--- src/rtl/alu_seq_pkg.sv ---
// rtl/alu_seq_pkg.sv - shared constants, enums and tail-mask helper for the ALU issue sequencer
// Provides datapath geometry (LENGTH, SUB_LENGTH, VLEN, NREGS and derived widths),
// the ALU mode and FSM state enums, and the last-slice lane mask function.
package alu_seq_pkg;

    localparam int LENGTH     = 32;
    localparam int SUB_LENGTH = 8;
    localparam int VLEN       = 256;
    localparam int NREGS      = 32;

    localparam int LANES    = LENGTH / SUB_LENGTH;
    localparam int LANE_LOG = $clog2(LANES);
    localparam int EW       = (($clog2(LANE_LOG + 1) > 1) ? $clog2(LANE_LOG + 1) : 1) + 1;
    localparam int REGW     = $clog2(NREGS);
    localparam int VLW      = $clog2(VLEN / SUB_LENGTH) + 1;
    localparam int NSL      = VLEN / LENGTH;
    localparam int SLW      = (NSL > 1) ? $clog2(NSL) : 1;

    typedef enum logic [2:0] {
        MODE_ADD     = 3'd0,
        MODE_SUB     = 3'd1,
        MODE_OR      = 3'd2,
        MODE_AND     = 3'd3,
        MODE_NOT     = 3'd4,
        MODE_XOR     = 3'd5,
        MODE_MUL     = 3'd6,
        MODE_ILLEGAL = 3'd7
    } mode_e;

    typedef enum logic [1:0] {
        ST_IDLE,
        ST_RUN,
        ST_DRAIN
    } state_e;

    // Each element of width SUB_LENGTH<<elen spans 2^elen lanes, so the last
    // slice enables the low (rem_elems << elen) lanes.
    function automatic logic [LANES-1:0] tail_mask(input logic [VLW-1:0] rem_elems,
                                                   input logic [EW-1:0]  elen);
        logic [LANES-1:0] m;
        int n;
        n = int'(rem_elems) << elen;
        for (int i = 0; i < LANES; i++) begin
            m[i] = (i < n);
        end
        return m;
    endfunction

endpackage

--- src/rtl/alu_seq_lane_mask.sv ---
// rtl/alu_seq_lane_mask.sv - combinational lane enable for the final slice of an instruction
// Ports: rem_elems (elements left for the last slice), elen (element width code),
//        lane_en (one bit per SUB_LENGTH lane).
module alu_seq_lane_mask
    import alu_seq_pkg::*;
(
    input  logic [VLW-1:0]   rem_elems,
    input  logic [EW-1:0]    elen,
    output logic [LANES-1:0] lane_en
);

    assign lane_en = tail_mask(rem_elems, elen);

endmodule

--- src/rtl/alu_sequencer.sv ---
// rtl/alu_sequencer.sv - slice-by-slice issue sequencer for the sliced SIMD ALU
// Ports: clk/rst; in_* instruction handshake; rf_rd_* register-file read port;
//        alu_* combinational ALU drive and alu_out result; wb_* write-back with
//        lane mask; done/err completion pulse.
module alu_sequencer
    import alu_seq_pkg::*;
(
    input  logic              clk,
    input  logic              rst,
    input  logic              in_valid,
    output logic              in_ready,
    input  logic [2:0]        in_mode,
    input  logic [EW-1:0]     in_elen,
    input  logic [REGW-1:0]   in_vd,
    input  logic [REGW-1:0]   in_vs1,
    input  logic [REGW-1:0]   in_vs2,
    input  logic [VLW-1:0]    in_vl,
    output logic              rf_rd_en,
    output logic [REGW-1:0]   rf_rd_reg1,
    output logic [REGW-1:0]   rf_rd_reg2,
    output logic [SLW-1:0]    rf_rd_slice,
    input  logic [LENGTH-1:0] rf_rd_data1,
    input  logic [LENGTH-1:0] rf_rd_data2,
    output logic [2:0]        alu_mode,
    output logic [EW-1:0]     alu_elen,
    output logic [LENGTH-1:0] alu_op1,
    output logic [LENGTH-1:0] alu_op2,
    output logic              alu_carry_in,
    input  logic [LENGTH-1:0] alu_out,
    output logic              wb_valid,
    output logic [REGW-1:0]   wb_vd,
    output logic [SLW-1:0]    wb_slice,
    output logic [LENGTH-1:0] wb_data,
    output logic [LANES-1:0]  wb_lane_en,
    output logic              done,
    output logic              err
);

    state_e            state_q, state_d;
    logic [2:0]        mode_q, mode_d;
    logic [EW-1:0]     elen_q, elen_d;
    logic [REGW-1:0]   vd_q, vd_d, vs1_q, vs1_d, vs2_q, vs2_d;
    logic [SLW-1:0]    last_q, last_d, cnt_q, cnt_d;
    logic [VLW-1:0]    rem_q, rem_d;
    logic              ex_valid_q, ex_valid_d, ex_last_q, ex_last_d;
    logic [SLW-1:0]    ex_slice_q, ex_slice_d;
    logic              wb_valid_q, wb_valid_d;
    logic [REGW-1:0]   wb_vd_q, wb_vd_d;
    logic [SLW-1:0]    wb_slice_q, wb_slice_d;
    logic [LENGTH-1:0] wb_data_q, wb_data_d;
    logic [LANES-1:0]  wb_lane_q, wb_lane_d;
    logic              done_q, done_d, err_q, err_d;

    logic              illegal;
    logic [VLW-1:0]    vl_cap, vl_eff, lanes_used, full_lanes;
    logic [SLW-1:0]    acc_last;
    logic [LANES-1:0]  tail_lanes;

    // Accept-time geometry: lanes_used is the whole instruction measured in
    // SUB_LENGTH lanes; the last slice holds whatever remains past full slices.
    assign illegal    = (in_mode == MODE_ILLEGAL) || (in_elen > EW'(LANE_LOG));
    assign vl_cap     = VLW'(VLEN / SUB_LENGTH) >> in_elen;
    assign vl_eff     = (in_vl < vl_cap) ? in_vl : vl_cap;
    assign lanes_used = vl_eff << in_elen;
    assign acc_last   = SLW'((lanes_used - VLW'(1)) >> LANE_LOG);
    assign full_lanes = VLW'(acc_last) << LANE_LOG;

    alu_seq_lane_mask u_lane_mask (
        .rem_elems (rem_q),
        .elen      (elen_q),
        .lane_en   (tail_lanes)
    );

    always_comb begin
        state_d    = state_q;
        mode_d     = mode_q;
        elen_d     = elen_q;
        vd_d       = vd_q;
        vs1_d      = vs1_q;
        vs2_d      = vs2_q;
        last_d     = last_q;
        rem_d      = rem_q;
        cnt_d      = cnt_q;
        ex_valid_d = 1'b0;
        ex_last_d  = 1'b0;
        ex_slice_d = '0;
        wb_valid_d = 1'b0;
        wb_vd_d    = '0;
        wb_slice_d = '0;
        wb_data_d  = '0;
        wb_lane_d  = '0;
        done_d     = 1'b0;
        err_d      = 1'b0;

        case (state_q)
            ST_IDLE: begin
                if (in_valid) begin
                    mode_d = in_mode;
                    elen_d = in_elen;
                    vd_d   = in_vd;
                    vs1_d  = in_vs1;
                    vs2_d  = in_vs2;
                    last_d = acc_last;
                    rem_d  = (lanes_used - full_lanes) >> in_elen;
                    cnt_d  = '0;
                    if (illegal || (vl_eff == '0)) begin
                        state_d = ST_DRAIN;
                        done_d  = 1'b1;
                        err_d   = illegal;
                    end else begin
                        state_d = ST_RUN;
                    end
                end
            end
            ST_RUN: begin
                cnt_d      = cnt_q + SLW'(1);
                ex_valid_d = 1'b1;
                ex_slice_d = cnt_q;
                ex_last_d  = (cnt_q == last_q);
                if (cnt_q == last_q) begin
                    state_d = ST_DRAIN;
                end
            end
            ST_DRAIN: begin
                // done_q is the final write-back (or the reject pulse).
                if (done_q) begin
                    state_d = ST_IDLE;
                end
            end
            default: state_d = ST_IDLE;
        endcase

        if (ex_valid_q) begin
            wb_valid_d = 1'b1;
            wb_vd_d    = vd_q;
            wb_slice_d = ex_slice_q;
            wb_data_d  = alu_out;
            wb_lane_d  = ex_last_q ? tail_lanes : '1;
            if (ex_last_q) begin
                done_d = 1'b1;
            end
        end
    end

    always_ff @(posedge clk) begin
        if (rst) begin
            state_q    <= ST_IDLE;
            mode_q     <= '0;
            elen_q     <= '0;
            vd_q       <= '0;
            vs1_q      <= '0;
            vs2_q      <= '0;
            last_q     <= '0;
            rem_q      <= '0;
            cnt_q      <= '0;
            ex_valid_q <= 1'b0;
            ex_last_q  <= 1'b0;
            ex_slice_q <= '0;
            wb_valid_q <= 1'b0;
            wb_vd_q    <= '0;
            wb_slice_q <= '0;
            wb_data_q  <= '0;
            wb_lane_q  <= '0;
            done_q     <= 1'b0;
            err_q      <= 1'b0;
        end else begin
            state_q    <= state_d;
            mode_q     <= mode_d;
            elen_q     <= elen_d;
            vd_q       <= vd_d;
            vs1_q      <= vs1_d;
            vs2_q      <= vs2_d;
            last_q     <= last_d;
            rem_q      <= rem_d;
            cnt_q      <= cnt_d;
            ex_valid_q <= ex_valid_d;
            ex_last_q  <= ex_last_d;
            ex_slice_q <= ex_slice_d;
            wb_valid_q <= wb_valid_d;
            wb_vd_q    <= wb_vd_d;
            wb_slice_q <= wb_slice_d;
            wb_data_q  <= wb_data_d;
            wb_lane_q  <= wb_lane_d;
            done_q     <= done_d;
            err_q      <= err_d;
        end
    end

    assign in_ready     = (state_q == ST_IDLE);
    assign rf_rd_en     = (state_q == ST_RUN);
    assign rf_rd_reg1   = rf_rd_en ? vs1_q : '0;
    assign rf_rd_reg2   = rf_rd_en ? vs2_q : '0;
    assign rf_rd_slice  = rf_rd_en ? cnt_q : '0;

    assign alu_mode     = ex_valid_q ? mode_q : '0;
    assign alu_elen     = ex_valid_q ? elen_q : '0;
    assign alu_op1      = ex_valid_q ? rf_rd_data1 : '0;
    assign alu_op2      = ex_valid_q ? rf_rd_data2 : '0;
    assign alu_carry_in = ex_valid_q && (mode_q == MODE_SUB);

    assign wb_valid     = wb_valid_q;
    assign wb_vd        = wb_vd_q;
    assign wb_slice     = wb_slice_q;
    assign wb_data      = wb_data_q;
    assign wb_lane_en   = wb_lane_q;
    assign done         = done_q;
    assign err          = err_q;

endmodule
--- config.mk ---
export PLATFORM = sky130hd
export DESIGN_NAME = alu_sequencer
export DESIGN_NICKNAME = d
export VERILOG_FILES = /design/src/rtl/alu_seq_pkg.sv /design/src/rtl/alu_seq_lane_mask.sv /design/src/rtl/alu_sequencer.sv
export SDC_FILE = /design/constraint.sdc
export NUM_CORES = 1
export LEC_CHECK = 0
export CAP_MARGIN = 20
export CORE_MARGIN = 2
export CORE_UTILIZATION = 40
export DETAILED_ROUTE_END_ITERATION = 8
export PLACE_DENSITY = 0.93
export SLEW_MARGIN = 10
export SYNTH_ARGS = -nofsm -noshare
export SYNTH_HDL_FRONTEND = slang
export SYNTH_SLANG_ARGS = --single-unit
--- constraint.sdc ---
create_clock -name clk -period 14.7 [get_ports clk]
set_clock_uncertainty 0.05 [all_clocks]
set_input_delay 4.41 -clock clk [delete_from_list [all_inputs] [get_ports clk]]
set_output_delay 4.41 -clock clk [all_outputs]
set_load 0.005 [all_outputs]
# [Word level (Yosys, flattened, before mapping)]
# Index checks and enable logic that the tools add are counted.
[word_totals] inputBits=126 ff_bits=87
[classes] add_sub_neg=3 bitwise=5 order_cmp=6 n_reduce_logical=12 n_mux=23 shift=4 eq_ne=8
[op_table] operator="< comparator 3 x 32 -> 1 bit (first input constant)" n=2
[op_table] operator="two-way mux 32 bit" n=2
[op_table] operator="< comparator 1 x 32 -> 1 bit (first input constant)" n=1
[op_table] operator="< comparator 2 x 32 -> 1 bit (first input constant)" n=1
[op_table] operator="left shift 6 x 3 -> 32 bit" n=1
[op_table] operator="two-way mux 3 bit" n=4
[op_table] operator="two-way mux 5 bit" n=2
[op_table] operator="two-way mux 2 bit" n=4
[op_table] operator="two-way mux 1 bit" n=7
[op_table] operator="logical NOT 6 bit" n=1
[op_table] operator="< comparator 6 bit" n=1
[op_table] operator="two-way mux 6 bit" n=1
[op_table] operator="case mux 2 bit (3 select lines)" n=1
[op_table] operator="case mux 3 bit (2 select lines)" n=1
[op_table] operator="left shift 6 x 3 -> 6 bit" n=1
[op_table] operator=">> shifter 6 x 3 -> 6 bit" n=1
[op_table] operator=">> shifter 6 x 3 -> 6 bit (first input constant)" n=1
[op_table] operator="subtractor 6 x 5 -> 6 bit" n=1
[op_table] operator="inverter 1 bit" n=5
[op_table] operator="subtractor 5 x 1 -> 5 bit (second input constant)" n=1
[op_table] operator="two-way mux 4 bit" n=1
[op_table] operator="!= test 2 bit (second input constant)" n=2
[op_table] operator="AND reduction 2 bit" n=2
[op_table] operator="OR reduction 2 bit" n=2
[op_table] operator="other kinds (14)" n=15

# [Logic depth before layout (Yosys ltp)]
[logic_depth] ltp_word=10 mapped_depth=17 mapped_depth_nobuf=14

# [Hierarchy]
# A second synthesis with hierarchy kept.
[hier_totals] cells_unflattened=487 area_unflattened_um2=4151.5
[modules_own_cells] module="alu_sequencer" n_inst=1 area_per_inst_um2=4060.1 seq_area_each_um2=1741.7 cells_per_inst=475
[modules_own_cells] module="alu_seq_lane_mask" n_inst=1 area_per_inst_um2=91.3 seq_area_each_um2=0.0 cells_per_inst=12

# [Worst setup path before layout]
# OpenSTA, ideal clock, no wires.
[synth_timing] path_kind="input -> output" from="input port rf_rd_data1[0]" to="output port alu_op1[0]" setup_slack_ps=5687 arrival_time_ps=4553 stages=1 cell_sequence="and2_1"
[synth_between] elab_chain_len=1
[synth_rtl] element="start: declaration" line="alu_sequencer.sv:22" source="input logic [LENGTH-1:0] rf_rd_data1,"
[synth_rtl] element="two-way mux 32 bit" line="alu_sequencer.sv:197" source="assign alu_op1 = ex_valid_q ? rf_rd_data1 : '0;"
[synth_rtl] element="end: declaration" line="alu_sequencer.sv:26" source="output logic [LENGTH-1:0] alu_op1,"
# Every way passes these cells.

# [Final worst setup path]
[layout_timing] from="input port rf_rd_data2[11]" to="output port alu_op2[11]"
[layout_between] elab_chain_len=1
[layout_rtl] element="start: declaration" line="alu_sequencer.sv:23" source="input logic [LENGTH-1:0] rf_rd_data2,"
[layout_rtl] element="two-way mux 32 bit" line="alu_sequencer.sv:198" source="assign alu_op2 = ex_valid_q ? rf_rd_data2 : '0;"
[layout_rtl] element="end: declaration" line="alu_sequencer.sv:27" source="output logic [LENGTH-1:0] alu_op2,"
# Every way passes these cells.

==> key figures <==
Logic synthesis
  – Synthesis-stage register bit count: 87
  – EDFF count, synth: 0
  – Seq/Total Area, Yosys: 41.9%
  – Async S/R FF share, synth: 0%
  – Syn_nets: 623
  – Count of cell types in the netlist: 58
  – Synth Area per Inst: 8.51 µm²
  – Cells after Synth: 489
  – Yosys warns: 0
  – Syn Std Cell Area: 0.00416 mm²
  – Predominant post-synthesis flop cell: dfxtp_1

CTS
  – Setup Fix Bufs, Post-CTS: 0
  – H-tree levels: 3
  – Clk buf depth: 2
  – Clk slew on worst S/H paths: approximately 0.080 ns
  – Hold-fix buffers at CTS: 0
  – CTS tree: built
  – Clock tree sinks: 87
  – Cts repair resizes: 0
  – Clock tree root driver cell: clkbuf_8
  – Worst-skew pair later-pin latency: 0.34 ns
  – CTS Buf Count: 9

Global routing
  – Antenna violations before repair: 3
  – Largest net degree at the start of global routing: 72
  – Vias in the first global route: 4433
  – Congestion Overflow GR: 0
  – First-pass GRT wire length: 22900 µm
  – GRT Util Overall: 26.0%

Worst setup path
  – Crit-path cells: clkdlybuf4s50_1, and2_1, clkdlybuf4s50_1
  – Worst R2R Start: ex_valid_q
  – Most Frequent Cell on Critical Path: clkdlybuf4s50_1
  – Cell family with most CP delay: buffers and inverters
  – CP required: roughly 10 ns
  – Critical path class: in -> out
  – WP data arrival: 5.54 ns
  – Max Fanout on Critical Path: 1
  – CP endpoint kind: primary output
  – CP peak stage delay: 0.55 ns
  – Crit path buf inv count: 2
  – CP max-delay cell: clkdlybuf4s50_1
  – Startpoint Class: primary input
  – Crit path from: rf_rd_data2[11]

Finish
  – Commonest non-fill, non-tap cells in the layout: 258 x clkdlybuf4s50_1, 125 x and2_1, 86 x dfxtp_1
  – Final #Nets: 864
  – Commonest non-fill, non-tap cell in the layout: clkdlybuf4s50_1
  – Synth-to-Final Area Change: 68.4%
  – Filler cells: 770
  – Register area: 0.00174 mm²
  – Multi-input logic area: approximately 0.0023 mm²
  – Share of cells above drive strength 1: 4.76%
  – Final Cell Area: about 0.0070 mm²

Die
  – Vert. Die Dim: 106 µm
  – Core Rows: 37
  – Die Wd: 106 µm
  – Die area: 0.0112 mm²
  – Core area: 0.0102 mm²
  – Starting Density: 40.7%
  – Top Ports: roughly 260

Pwr
  – Logic pwr share: 20.6%
  – Pleak: about 2.7 nW
  – Sequential Power Share: 49.3%
  – Cell Int Power: about 0.00037 W
  – Psw: 0.000141 W
  – Pwr dens: 72.6 mW/mm²
  – Clock network fraction of total power: 30.2%
  – Sw frac: 27.8%
  – Max rail drop VDD: 59.6 µV

Placement
  – GP Congestion: 0.946
  – Dpl hpwl: about 12000 µm
  – Worst Setup Slack post-DPL: 4.69 ns
  – Placed cell areas: 0.00682 mm²
  – Input/output buffers: 258

Run status
  – Status: finished clean

STA
  – Final WS setup: 4.70 ns
  – Min cycle time layout: 10.00 ns
  – Final period util: 68.0%
  – Setup Viol. Count Final: 0
  – RSZ-0062 raised after global routing: no
  – Fin. max-slew vios: 0
  – Slew HR: 42.2%
  – Final hold viol count: 0
  – Fmax: between 90 and 100 MHz
  – Slew @ Worst Pin: about 0.87 ns
  – Total negative setup slack: 0 ns

Detailed routing
  – DR vias/cell: 5.01
  – WL final: 15000 µm
  – Via Count: 4376
  – Routed length per instance: 17.2 µm
  – Drt pass-1 iters: 4
  – Iter 0 DRT Violations: 294
  – Antenna Nets Post-Route: 0
  – DRC Markers: 0

Job
  – Max-cap violations: 0

Min path
  – Hold_sp: ex_slice_q[1]
  – Hold Crit Class: reg -> reg
## state kept, by name, indices dropped and copies added (netlist names), 4 cells and up
signal      flops
vs2_q           5
vs1_q           5
wb_data        32
wb_lane_en      4
rem_q           6
vd_q            5
wb_vd           5
## area by class of cell
| cell class | instances | area share (%) |
|---|---|---|
| Timing Repair Buffer | 262 | 37.4 |
| Multi-Input combinational cell | 362 | 32.2 |
| Sequential cell | 87 | 24.9 |
| Tap cell | 136 | 2.43 |
| Clock buffer | 10 | 1.82 |
| Clock inverter | 6 | 0.732 |
| Inverter | 8 | 0.429 |
| Antenna cell | 3 | 0.107 |
## cell usage after synthesis, types with 2 or more instances
cell	number	area share (%)
nand2_1	68	6.1
o21bai_1	3	0.54
nor2_1	20	1.8
a21oi_1	28	3.4
o31ai_1	3	0.54
a311o_1	2	0.48
xor2_1	8	1.7
nor3_1	7	0.84
nor2b_1	8	1.2
a2111o_1	2	0.54
mux2i_1	5	1.2
a22oi_1	2	0.36
o21ai_0	6	0.72
xnor2_1	3	0.63
and2_1	125	19
nand3b_1	3	0.54
nand2b_1	2	0.30
or3_1	3	0.45
o22ai_1	2	0.30
nor4_1	4	0.60
or2_2	3	0.45
o32ai_1	2	0.42
buf_1	3	0.27
a21o_1	3	0.54
ha_1	8	2.4
clkbuf_1	26	2.3
buf_6	2	0.54
inv_1	8	0.72
dfxtp_1	87	42
nand3_1	6	0.72
and3_1	6	0.90
o41ai_2	2	0.78
a211o_1	2	0.42
nor3b_1	3	0.54
## power by group through the flow
stage / logic [W] / registers (W) / clock network (W)
global route: 0.000113 / 0.000252 / 0.000167
CTS: 0.000104 / 0.000251 / 0.000157
floorplan: 0.0000476 / 0.000254 / 0
finish: 0.000105 / 0.000251 / 0.000153
global placement: 0.000101 / 0.000255 / 0
detailed placement: 0.000104 / 0.000256 / 0
## final timing paths
path / to / slack, ns / cells after the start
worst max-delay path: alu_op2[11] / 4.70 / 3
worst min-delay path: wb_slice[1] / 0.39 / 1
worst max register to register: wb_lane_en[2] / 12.22 / 5
worst min register to register: wb_slice[1] / 0.39 / 1
## worst register-to-register path, cell delays in order (launching register included)
cell and delay, ns:
dfxtp_2 0.90, nor2b_2 0.62, inv_1 0.12, or3_1 0.35, nor3b_1 0.25, a21o_1 0.15
## per-stage QoR
| step | cells | hold slack (ns) | power, W | utilization [%] |
|---|---|---|---|---|
| after floorplan | 489 | 0.356 | 0.000301 | - |
| after global placement | 854 | 0.368 | 0.000356 | 66.5 |
| after detailed placement | 855 | 0.367 | 0.000360 | 66.7 |
| after CTS | 871 | 0.389 | 0.000512 | 68.4 |
| after global routing | 874 | 0.407 | 0.000532 | 68.5 |
| final | 874 | 0.386 | 0.000509 | 68.5 |
## metal layers
layer,GRT usage [%],vias to the layer above,share of wire [%]
met1,27.3,2059,37
met5,0,-,0
met3,5.46,38,5.8
met4,11.4,0,4.0
li1,-,2106,-
met2,49.7,173,53
## logic make-up after synthesis
family          count (synthesis)  share of synthesized area (%)
simple gates                  265                           34.9
flops                          87                           41.9
compound gates                 71                           12.5
buf+inv                        40                           4.00
xor+xnor                       11                           2.32
fa+ha+maj                       8                           2.41
mux                             7                           2.02
Power figures use the tool's default switching activity.
